$ cat config.mk
export PLATFORM = sky130hd
export DESIGN_NAME = rf_write_arbiter
export DESIGN_NICKNAME = d
export VERILOG_FILES = /design/src/rtl/pipeline_pkg.sv /design/src/rtl/wb_scoreboard.sv /design/src/rtl/rf_write_arbiter.sv
export SDC_FILE = /design/constraint.sdc
export NUM_CORES = 1
export LEC_CHECK = 0
export CAP_MARGIN = 30
export CORE_UTILIZATION = 45
export CTS_BUF_LIST = sky130_fd_sc_hd__clkbuf_4 sky130_fd_sc_hd__clkbuf_8 sky130_fd_sc_hd__clkbuf_16
export DETAILED_ROUTE_END_ITERATION = 16
export PLACE_DENSITY = 0.81
export SLEW_MARGIN = 20
export SYNTH_ARGS = -nofsm -noshare
export SYNTH_HDL_FRONTEND = slang
export SYNTH_SLANG_ARGS = --single-unit
export TNS_END_PERCENT = 20
$ cat constraint.sdc
create_clock -name clk -period 3.55 [get_ports clk]
set_clock_uncertainty 0.2 [all_clocks]
set_input_delay 0.71 -clock clk [delete_from_list [all_inputs] [get_ports clk]]
set_output_delay 0.71 -clock clk [all_outputs]
set_load 0.02 [all_outputs]
$ cat src/rtl/pipeline_pkg.sv
// Shared types for the register-file write arbiter.
//   RF_XLEN      : default data width of a buffered multi-cycle result
//   WCNT_W       : width of the starvation counter (holds STARVE_LIMIT up to 15)
//   arb_state_t  : arbitration FSM states
//   mc_result_t  : one buffered multi-cycle result (destination + data)
package pipeline_pkg;

    localparam int unsigned RF_XLEN = 32;
    localparam int unsigned WCNT_W  = 4;

    typedef enum logic [1:0] {
        IDLE  = 2'd0,
        HOLD  = 2'd1,
        FORCE = 2'd2
    } arb_state_t;

    typedef struct packed {
        logic [4:0]         rd;
        logic [RF_XLEN-1:0] data;
    } mc_result_t;

endpackage

$ cat src/rtl/wb_scoreboard.sv
// Pending-destination scoreboard for multi-cycle operations.
//   clk, rst_n              : clock, async active-low reset
//   set_en_i / set_rd_i     : multi-cycle op issued, mark destination pending
//   clr_en_i / clr_rd_i     : multi-cycle result written, clear destination
//   rs1_addr_i / rs2_addr_i : hazard lookup addresses
//   rs1_busy_o / rs2_busy_o : lookup address has a pending write
//   busy_vec_o              : full scoreboard, bit i = register i pending
module wb_scoreboard
    import pipeline_pkg::*;
(
    input  logic        clk,
    input  logic        rst_n,
    input  logic        set_en_i,
    input  logic [4:0]  set_rd_i,
    input  logic        clr_en_i,
    input  logic [4:0]  clr_rd_i,
    input  logic [4:0]  rs1_addr_i,
    input  logic [4:0]  rs2_addr_i,
    output logic        rs1_busy_o,
    output logic        rs2_busy_o,
    output logic [31:0] busy_vec_o
);

    logic [31:0] busy_q, busy_d;

    // Clear first so a same-cycle issue to the same register keeps it pending.
    always_comb begin
        busy_d = busy_q;
        if (clr_en_i) begin
            busy_d[clr_rd_i] = 1'b0;
        end
        if (set_en_i && (set_rd_i != 5'd0)) begin
            busy_d[set_rd_i] = 1'b1;
        end
        busy_d[0] = 1'b0;
    end

    always_ff @(posedge clk or negedge rst_n) begin
        if (!rst_n) begin
            busy_q <= '0;
        end else begin
            busy_q <= busy_d;
        end
    end

    assign busy_vec_o = busy_q;
    assign rs1_busy_o = busy_q[rs1_addr_i];
    assign rs2_busy_o = busy_q[rs2_addr_i];

endmodule

$ cat src/rtl/rf_write_arbiter.sv
// Register-file write-port arbiter.
// Chooses each cycle between the pipeline writeback path and a returning
// multi-cycle result; a result that loses arbitration is parked in a one-entry
// buffer and, if starved for STARVE_LIMIT cycles, forces a one-cycle pipeline
// freeze so it can drain.
//   clk, rst_n                     : clock, async active-low reset
//   RegWriteW, RdW, ResultW        : pipeline writeback request
//   mc_issue_valid, mc_issue_rd    : multi-cycle op issue (scoreboard set)
//   mc_valid, mc_rd, mc_data       : multi-cycle result, handshaked by mc_ready
//   rs1_addr/rs2_addr -> rsN_busy  : hazard lookups; busy_vec is the scoreboard
//   stall_req                      : registered freeze request
//   rf_we, rf_waddr, rf_wdata      : the register-file write port
module rf_write_arbiter
    import pipeline_pkg::*;
#(
    parameter int unsigned XLEN         = 32,
    parameter int unsigned STARVE_LIMIT = 4
) (
    input  logic            clk,
    input  logic            rst_n,
    input  logic            RegWriteW,
    input  logic [4:0]      RdW,
    input  logic [XLEN-1:0] ResultW,
    input  logic            mc_issue_valid,
    input  logic [4:0]      mc_issue_rd,
    input  logic            mc_valid,
    input  logic [4:0]      mc_rd,
    input  logic [XLEN-1:0] mc_data,
    output logic            mc_ready,
    input  logic [4:0]      rs1_addr,
    input  logic [4:0]      rs2_addr,
    output logic            rs1_busy,
    output logic            rs2_busy,
    output logic [31:0]     busy_vec,
    output logic            stall_req,
    output logic            rf_we,
    output logic [4:0]      rf_waddr,
    output logic [XLEN-1:0] rf_wdata
);

    localparam logic [WCNT_W-1:0] WaitMax = WCNT_W'(STARVE_LIMIT - 1);

    arb_state_t        state_q, state_d;
    mc_result_t        buf_q, buf_d;
    logic              buf_valid_q, buf_valid_d;
    logic [WCNT_W-1:0] wait_cnt_q, wait_cnt_d;

    logic pipe_req;
    logic mc_xfer;
    logic mc_write;   // current write comes from the multi-cycle side
    logic buf_drain;  // buffer is the selected source this cycle

    // Ready depends on registered state only, never on mc_valid.
    assign mc_ready = !buf_valid_q;
    assign mc_xfer  = mc_valid && mc_ready;
    assign pipe_req = RegWriteW && (RdW != 5'd0);

    // Freeze request is a decode of the state register, so it is glitch-free.
    assign stall_req = (state_q == FORCE);

    // Write-port mux, first match wins.
    always_comb begin
        rf_we     = 1'b0;
        rf_waddr  = 5'd0;
        rf_wdata  = '0;
        mc_write  = 1'b0;
        buf_drain = 1'b0;
        if (state_q == FORCE) begin
            rf_we     = 1'b1;
            rf_waddr  = buf_q.rd;
            rf_wdata  = buf_q.data;
            mc_write  = 1'b1;
            buf_drain = 1'b1;
        end else if (pipe_req) begin
            rf_we    = 1'b1;
            rf_waddr = RdW;
            rf_wdata = ResultW;
        end else if (buf_valid_q) begin
            rf_we     = 1'b1;
            rf_waddr  = buf_q.rd;
            rf_wdata  = buf_q.data;
            mc_write  = 1'b1;
            buf_drain = 1'b1;
        end else if (mc_xfer && (mc_rd != 5'd0)) begin
            // rd=0 results are accepted above but fall through and are dropped.
            rf_we    = 1'b1;
            rf_waddr = mc_rd;
            rf_wdata = mc_data;
            mc_write = 1'b1;
        end
    end

    // Arbitration FSM and buffer next-state.
    always_comb begin
        state_d     = state_q;
        buf_d       = buf_q;
        buf_valid_d = buf_valid_q;
        wait_cnt_d  = wait_cnt_q;
        unique case (state_q)
            IDLE: begin
                // A transfer only happens with the buffer empty; it loses the
                // port only to a pipeline write.
                if (mc_xfer && (mc_rd != 5'd0) && pipe_req) begin
                    buf_d.rd    = mc_rd;
                    buf_d.data  = mc_data;
                    buf_valid_d = 1'b1;
                    wait_cnt_d  = '0;
                    state_d     = HOLD;
                end
            end
            HOLD: begin
                if (buf_drain) begin
                    buf_valid_d = 1'b0;
                    wait_cnt_d  = '0;
                    state_d     = IDLE;
                end else if (wait_cnt_q == WaitMax) begin
                    state_d = FORCE;
                end else begin
                    wait_cnt_d = wait_cnt_q + 1'b1;
                end
            end
            FORCE: begin
                buf_valid_d = 1'b0;
                wait_cnt_d  = '0;
                state_d     = IDLE;
            end
            default: begin
                buf_valid_d = 1'b0;
                wait_cnt_d  = '0;
                state_d     = IDLE;
            end
        endcase
    end

    always_ff @(posedge clk or negedge rst_n) begin
        if (!rst_n) begin
            state_q     <= IDLE;
            buf_q       <= '0;
            buf_valid_q <= 1'b0;
            wait_cnt_q  <= '0;
        end else begin
            state_q     <= state_d;
            buf_q       <= buf_d;
            buf_valid_q <= buf_valid_d;
            wait_cnt_q  <= wait_cnt_d;
        end
    end

    wb_scoreboard u_scoreboard (
        .clk        (clk),
        .rst_n      (rst_n),
        .set_en_i   (mc_issue_valid),
        .set_rd_i   (mc_issue_rd),
        .clr_en_i   (rf_we && mc_write),
        .clr_rd_i   (rf_waddr),
        .rs1_addr_i (rs1_addr),
        .rs2_addr_i (rs2_addr),
        .rs1_busy_o (rs1_busy),
        .rs2_busy_o (rs2_busy),
        .busy_vec_o (busy_vec)
    );

    // The hazard unit must never let a pipeline write hit a pending register.
    a_pipe_write_not_busy : assert property (
        @(posedge clk) disable iff (!rst_n)
        !(pipe_req && (state_q != FORCE) && busy_vec[RdW])
    );

endmodule
==> qor.yml <==
timing:
  fin_ws_ns: 0.05473
  hold_viol_final: 0
  fin_crit_sh_pct: 98.46
  max_slew_margin_pct: 54.70
  fmax_mhz: 286.1
  report.final.slew_viol_count: 0
  final-setup-viol-count: 0
  tightest_slew_ns: 0.6795
  fin_crit_ns: 3.495
  rsz0062_at_grt: "false"
setup_path:
  cp.required_ns: 2.64
  crit_path_top_delay_cell: "mux4_2"
  slowest_delay_ns: 0.52
  crit_path_start_kind: "input pin"
  critPathMaxFanout: 9
  cp_cell_sequence: "dlygate4sd2_1, buf_12, mux4_2, mux4_2, mux2_2, buf_2"
  worstPathArrival_ns: 2.59
  cp_common_cell: "mux4_2"
  critical_path_class: "input pin to primary output"
  end_kind: "primary output"
synth:
  synth_area_sq_um: 4599
  yosysWarningCount: 0
  synth-main-ff-cell: "dfrtp_1"
  synth_edf_count: 0
  ys_ff_latch: 75
  netlist_instances: 486
  synthArstFlopShare_pct: 100.0
  synth_fp_nets: 581
  avgSynthCellArea_sq_um: 9.464
  yosysSeqAreaShare_pct: 40.81
  ys_types: 44
clocking:
  cts.htree.levels: 3
  cts-root-buf: "clkbuf_8"
  path_clk_slew_ns: 0.08
  ctsHoldBuffers: 0
  numClockSinks: 75
  cts_tree: "yes"
  worst_skew_pair.late_latency_ns: 0.34
  clk_path_buf_depth: 2
  cts_buffers: 9
floorplanning:
  die_w_um: 103.1
  die_area_sq_um: 10630
  ios: 168
  start_util_pct: 46.84
  die_y_um: 103.1
  row_count: 36
  core-area_sq_um: 9819
detailed_routing:
  detail_route.vias_per_cell: 5.824
  first_pass_iters: 5
  post-route-drc-count: 0
  postRouteWirelength_um: 15750
  via_count: 4851
  ant_nets: 0
  dr.first_iter.drc_count: 217
  wire_per_inst_um: 18.91
global_route:
  first_global_vias: 4938
  grt_use_total_pct: 30.07
  grt-ovfl-total: 0
  antenna_found_initial: 0
  grt_first_pass_wirelength_um: 24160
  grt_max_degree: 76
placement:
  place_inst: 807
  port_buffers: 166
  pre_cts_slack_ns: -0.6593
  dp_hpwl_um: 11190
  place_congestion: 0.8968
cells_and_area:
  area_growth_pct: 51.44
  final_cell_mix: "clkdlybuf4s50_1 (114), nor2_1 (102), dfrtp_1 (75)"
  nets: 790
  layout-drive-gt1-share_pct: 27.00
  mostFrequentLayoutCell: "clkdlybuf4s50_1"
  diodes: 0
  fin_cells: 833
  nFillCells: 778
pwr:
  ir_drop_mv: 0.2054
  power.density_nw_per_um2: 374.1
  p_leak_uw: 0.003037
worst_hold_path:
  hold_path.class: "input pin to asynchronous set/reset pin"
flow_run:
  maxCapViolCount: 0
run_status:
  status: "finished, final reports clean"
layout make-up:
cell class | count | area, sq um | area share, %
Tap cell | 133 | 166.4 | 2.389
Inverter | 9 | 33.78 | 0.4850
Sequential cell | 75 | 1877 | 26.94
Clock buffer | 10 | 137.6 | 1.976
Timing Repair Buffer | 228 | 2092 | 30.03
Clock inverter | 6 | 65.06 | 0.9341
Multi-Input combinational cell | 372 | 2594 | 37.24
final timing paths:
check                       startpoint                           to  slack [ns]  cells past startpoint
setup / recovery           rs1_addr[0]                     rs1_busy        0.05                      6
hold / removal                   rst_n  u_scoreboard.busy_vec_o[10]         0.1                      1
setup reg to reg           buf_valid_q  u_scoreboard.busy_vec_o[14]        0.99                      8
hold reg to reg              buf_q[21]                    buf_q[21]        0.31                      1
max in group asynchronous        rst_n                     buf_q[2]        2.49                      2
min in group clk             buf_q[21]                    buf_q[21]        0.31                      1
synthesized netlist by cell type, types with 5 or more instances:
cell / instances / area [sq um]
a31oi_1: 31 / 193.9
nand3b_1: 9 / 67.56
mux4_2: 18 / 405.4
a21oi_1: 5 / 25.02
buf_2: 9 / 45.04
o21ai_1: 5 / 25.02
or3_1: 5 / 31.28
o21ai_0: 36 / 180.2
mux2_2: 40 / 450.4
inv_1: 8 / 30.03
clkbuf_1: 19 / 71.32
dfrtp_1: 75 / 1877
a22oi_1: 32 / 240.2
nor2_1: 102 / 382.9
nand2_1: 44 / 165.2
where the power goes:
part | leakage (uW) | internal (uW) | switching, uW
combinational | 0.00197 | 472 | 422
clock | 0.0000905 | 342 | 326
sequential | 0.000975 | 938 | 105
registers in the layout, indices dropped and copies added, names as in the netlist:
signal	count
wait_cnt_q	4
u_scoreboard.busy_vec_o	31
buf_q	37
buf_valid_q	1
state_q	2
critical path, delay by kind of cell:
kind | cells | cell delay [ns]
multiplexers | 3 | 1.31
buffers and inverters | 3 | 0.56
logic make-up after synthesis:
kind of cell,synth area share (%)
DFF,40.81
and+or+nand+nor,18.20
AOI/OAI and AO/OA,18.53
buffers and inverters,3.509
adders and majority gates,0.2720
other,0.08153
muxes,18.61
repair_timing:
action / 4_1_cts / 5_1_grt
endpoints found under the setup margin: 40 / 32
pin swaps: 6 / 5
buffers inserted: 5 / 3
gates resized for setup: 173 / 34
gates cloned: 2 / 1
through the flow:
step / utilization (%) / setup TNS [ns] / instance area (sq um) / power, uW / hold slack [ns]
after floorplan: - / -1.801 / 4599 / 1457 / 0.2144
after global placement: 68.81 / -21.11 / 6756 / 1921 / 0.2877
after detailed placement: 68.81 / -22.73 / 6756 / 1958 / 0.2935
after CTS: 71.13 / -0.2460 / 6984 / 2600 / 0.3112
after global routing: 70.94 / 0 / 6965 / 2716 / 0.1071
final: 70.94 / 0 / 6965 / 2606 / 0.09683
metal layers:
| metal | track usage [%] | vias up | share of wire (%) |
|---|---|---|---|
| met5 | 0 | - | 0 |
| met4 | 11.05 | 0 | 3.1 |
| met3 | 7.051 | 36 | 9.3 |
| met2 | 55.64 | 278 | 51 |
| met1 | 33.54 | 2326 | 36 |
| li1 | - | 2211 | - |
Note: power is estimated with default switching activity, not from simulation.
==> variant (same settings) <==
Set the package constant `WCNT_W` to 6 (it was 4).
--- a/src/rtl/pipeline_pkg.sv
+++ b/src/rtl/pipeline_pkg.sv
@@ -7,5 +7,5 @@
 
     localparam int unsigned RF_XLEN = 32;
-    localparam int unsigned WCNT_W  = 4;
+    localparam int unsigned WCNT_W  = 6;
 
     typedef enum logic [1:0] {
Formal check against the unedited RTL: same outputs for any inputs over 4 cycles, from zero or initial values and one cycle with rst_n low; that may be too few to reach the edited logic, so the function may still have changed.
==> variant against the unedited design <==
  * Wire length fell by 0.93%
  * Fmax fell by 1.2%
  * Worst setup slack got worse by 0.042 ns
  * Non-clock buffer count fell by 4
  * Sequential share of layout area fell by 0.38 points
  * Area after synthesis rose by 7.8%
  * Count of clock-buffer cells in the layout rose by 1
  * Via count rose by 3.9%
  * Design area rose by 4.1%
  * Sequential cell count rose by 2
  * Register-to-register slack got worse by 0.17 ns
Power is not compared: it rests on default switching activity, and its combinational part moved more than twofold at a synthesized area within 25%.
==> variant: results (changes against the unedited design) <==
- Status: finished clean
- Flop-to-flop setup slack: 0.82 ns (-0.17 ns)
- Met3 global-route usage: 4.44% (-2.6 points)
- Crit path to: rf_wdata[2]
- Register area share after synthesis: 38.8% (-2.0 points)
- Final instance count without filler cells: 849 (+1.9%)
- Final HPWL DP: 11400 microns (+2.3%)
- Slowest cell on the critical path: clkdlybuf4s50_1
- Post-layout net count: 803 (+1.6%)
- GR Layer Usage met1: 35.5% (+1.9 points)
- First-pass GRT wire length: 25100 microns (+3.8%)
- Worst r2r src: state_q[1]
- Synth unique cells: 67 (+52%)
- DP Area: 7080 sq um (+4.8%)
- Top post-synthesis cells by area: dfrtp_1 39%, mux2_2 8.6%, mux4_2 8.2%, a22oi_1 5.0%, nor2_1 4.4%
- Pre-CTS WS: -0.488 ns (+0.171 ns)
- Tmin final: 3.54 ns (+0.0418 ns)
- Arr. time, crit path: 2.63 ns (+0.04 ns)
- Final WL: 15600 microns (-0.93%)
- Top reg by flops: buf_q
- Worst reg2reg endpoint: u_scoreboard.busy_vec_o[4]
- Least-Margin Pin Slew: 0.697 ns (+0.0174 ns)
- Kind of cell adding the most delay to the critical path: buffers and inverters
- Iter 0 DRT Violations: 375 (+73%)
- Via-per-instance ratio: 5.94 (+2.0%)
- Post-Place Cells: 829 (+2.7%)
- Placer Congestion: 0.920 (+2.6%)
- Ratio of cells with drive above 1 in the final layout: 28.3% (+1.3 points)
- Met2 Usage GRT: 48.1% (-7.6 points)
- Synth Area per Inst: 9.82 sq um (+3.8%)
- Largest net degree at the start of global routing: 78 (+2.6%)
- Post-synth top cells: 77 x dfrtp_1, 58 x nor2_1, 46 x nand2_1, 42 x o21ai_0, 38 x mux2_2
- Max incr delay on CP: 0.44 ns (-0.08 ns)
- Vias in the first global route: 5074 (+2.8%)
- GRT Total Usage: 28.0% (-2.1 points)
- Syn nets: 600 (+3.3%)
- CP Launch Point: RdW[3]
- Crit-path max FO: 16 (+7)
-- variant: changes by cell type in the layout (fill, tap and decap cells not counted), sizes merged, moves of 6 or more --
cell,unedited run,this run
o21ai,42,54
nor2,102,60
clkbuf,20,12
a211o,0,8
and2,0,6
clkdlybuf4s50,114,123
a31oi,31,13
inv,8,17
o41ai,0,11
-- variant: routing by layer --
metal / part of all wire, % / up-vias
met5: 0 / -
li1: - / 2304
met2: 49 / 278
met4: 2.1 / 0
met3: 8.9 / 33
met1: 40 / 2426
-- variant: what timing repair did --
item                       in CTS  in global routing
gates cloned                    1                  0
setup buffers                   2                  0
resized for setup             179                 29
setup endpoints to repair      39                 36
pin swaps                       1                  1
-- variant: final cells by class --
class	instances	area, sq um
clock buffers	11	151
repair buffers	224	2040
inverters	16	60.1
fillers	778	3250
well taps	136	170
clock inverters	5	33.8
multi-input cells	380	2870
flip-flops and latches	77	1930
-- variant: kinds of logic after synthesis --
kind of cell	synth area share [%]
compound gates	22.4
xor+xnor	0.706
fa+ha+maj	0.252
buf+inv	4.34
flops	38.8
mux	17.2
other cells	0.0756
simple gates	16.2
-- variant: how the worst min path moves through the flow --
stage               slack, ns        from  depth (start not counted)                          end
floorplan                0.21       rst_n                          0                     buf_q[0]
global placement         0.26  state_q[1]                          1                   state_q[1]
detailed placement       0.29   buf_q[14]                          1                    buf_q[14]
CTS                      0.31  state_q[1]                          1                   state_q[1]
global route             0.04       rst_n                          1  u_scoreboard.busy_vec_o[24]
finish                   0.03       rst_n                          1  u_scoreboard.busy_vec_o[24]
-- variant: worst register-to-register path: cells and delay by family, from the launching register on --
kind            cells  cell delay [ns]
compound gates      4             1.03
simple gates        2             0.66
flops               1             0.41
buf+inv             2             0.31
-- variant: per-stage QoR --
stage / setup TNS [ns] / utilization (%)
floorplan: 0 / -
global placement: -13.99 / 67.4
detailed placement: -14.94 / 67.4
CTS: -0.118 / 68.3
global route: -0.987 / 69.0
finish: 0 / 69.0
-- variant: power breakdown --
part,internal (mW),switching [mW],leakage (nW)
Combinational,1.16,1.17,1.95
Sequential,1.25,0.364,0.907
Clock,0.292,0.325,0.0917
Total,2.70,1.85,2.95
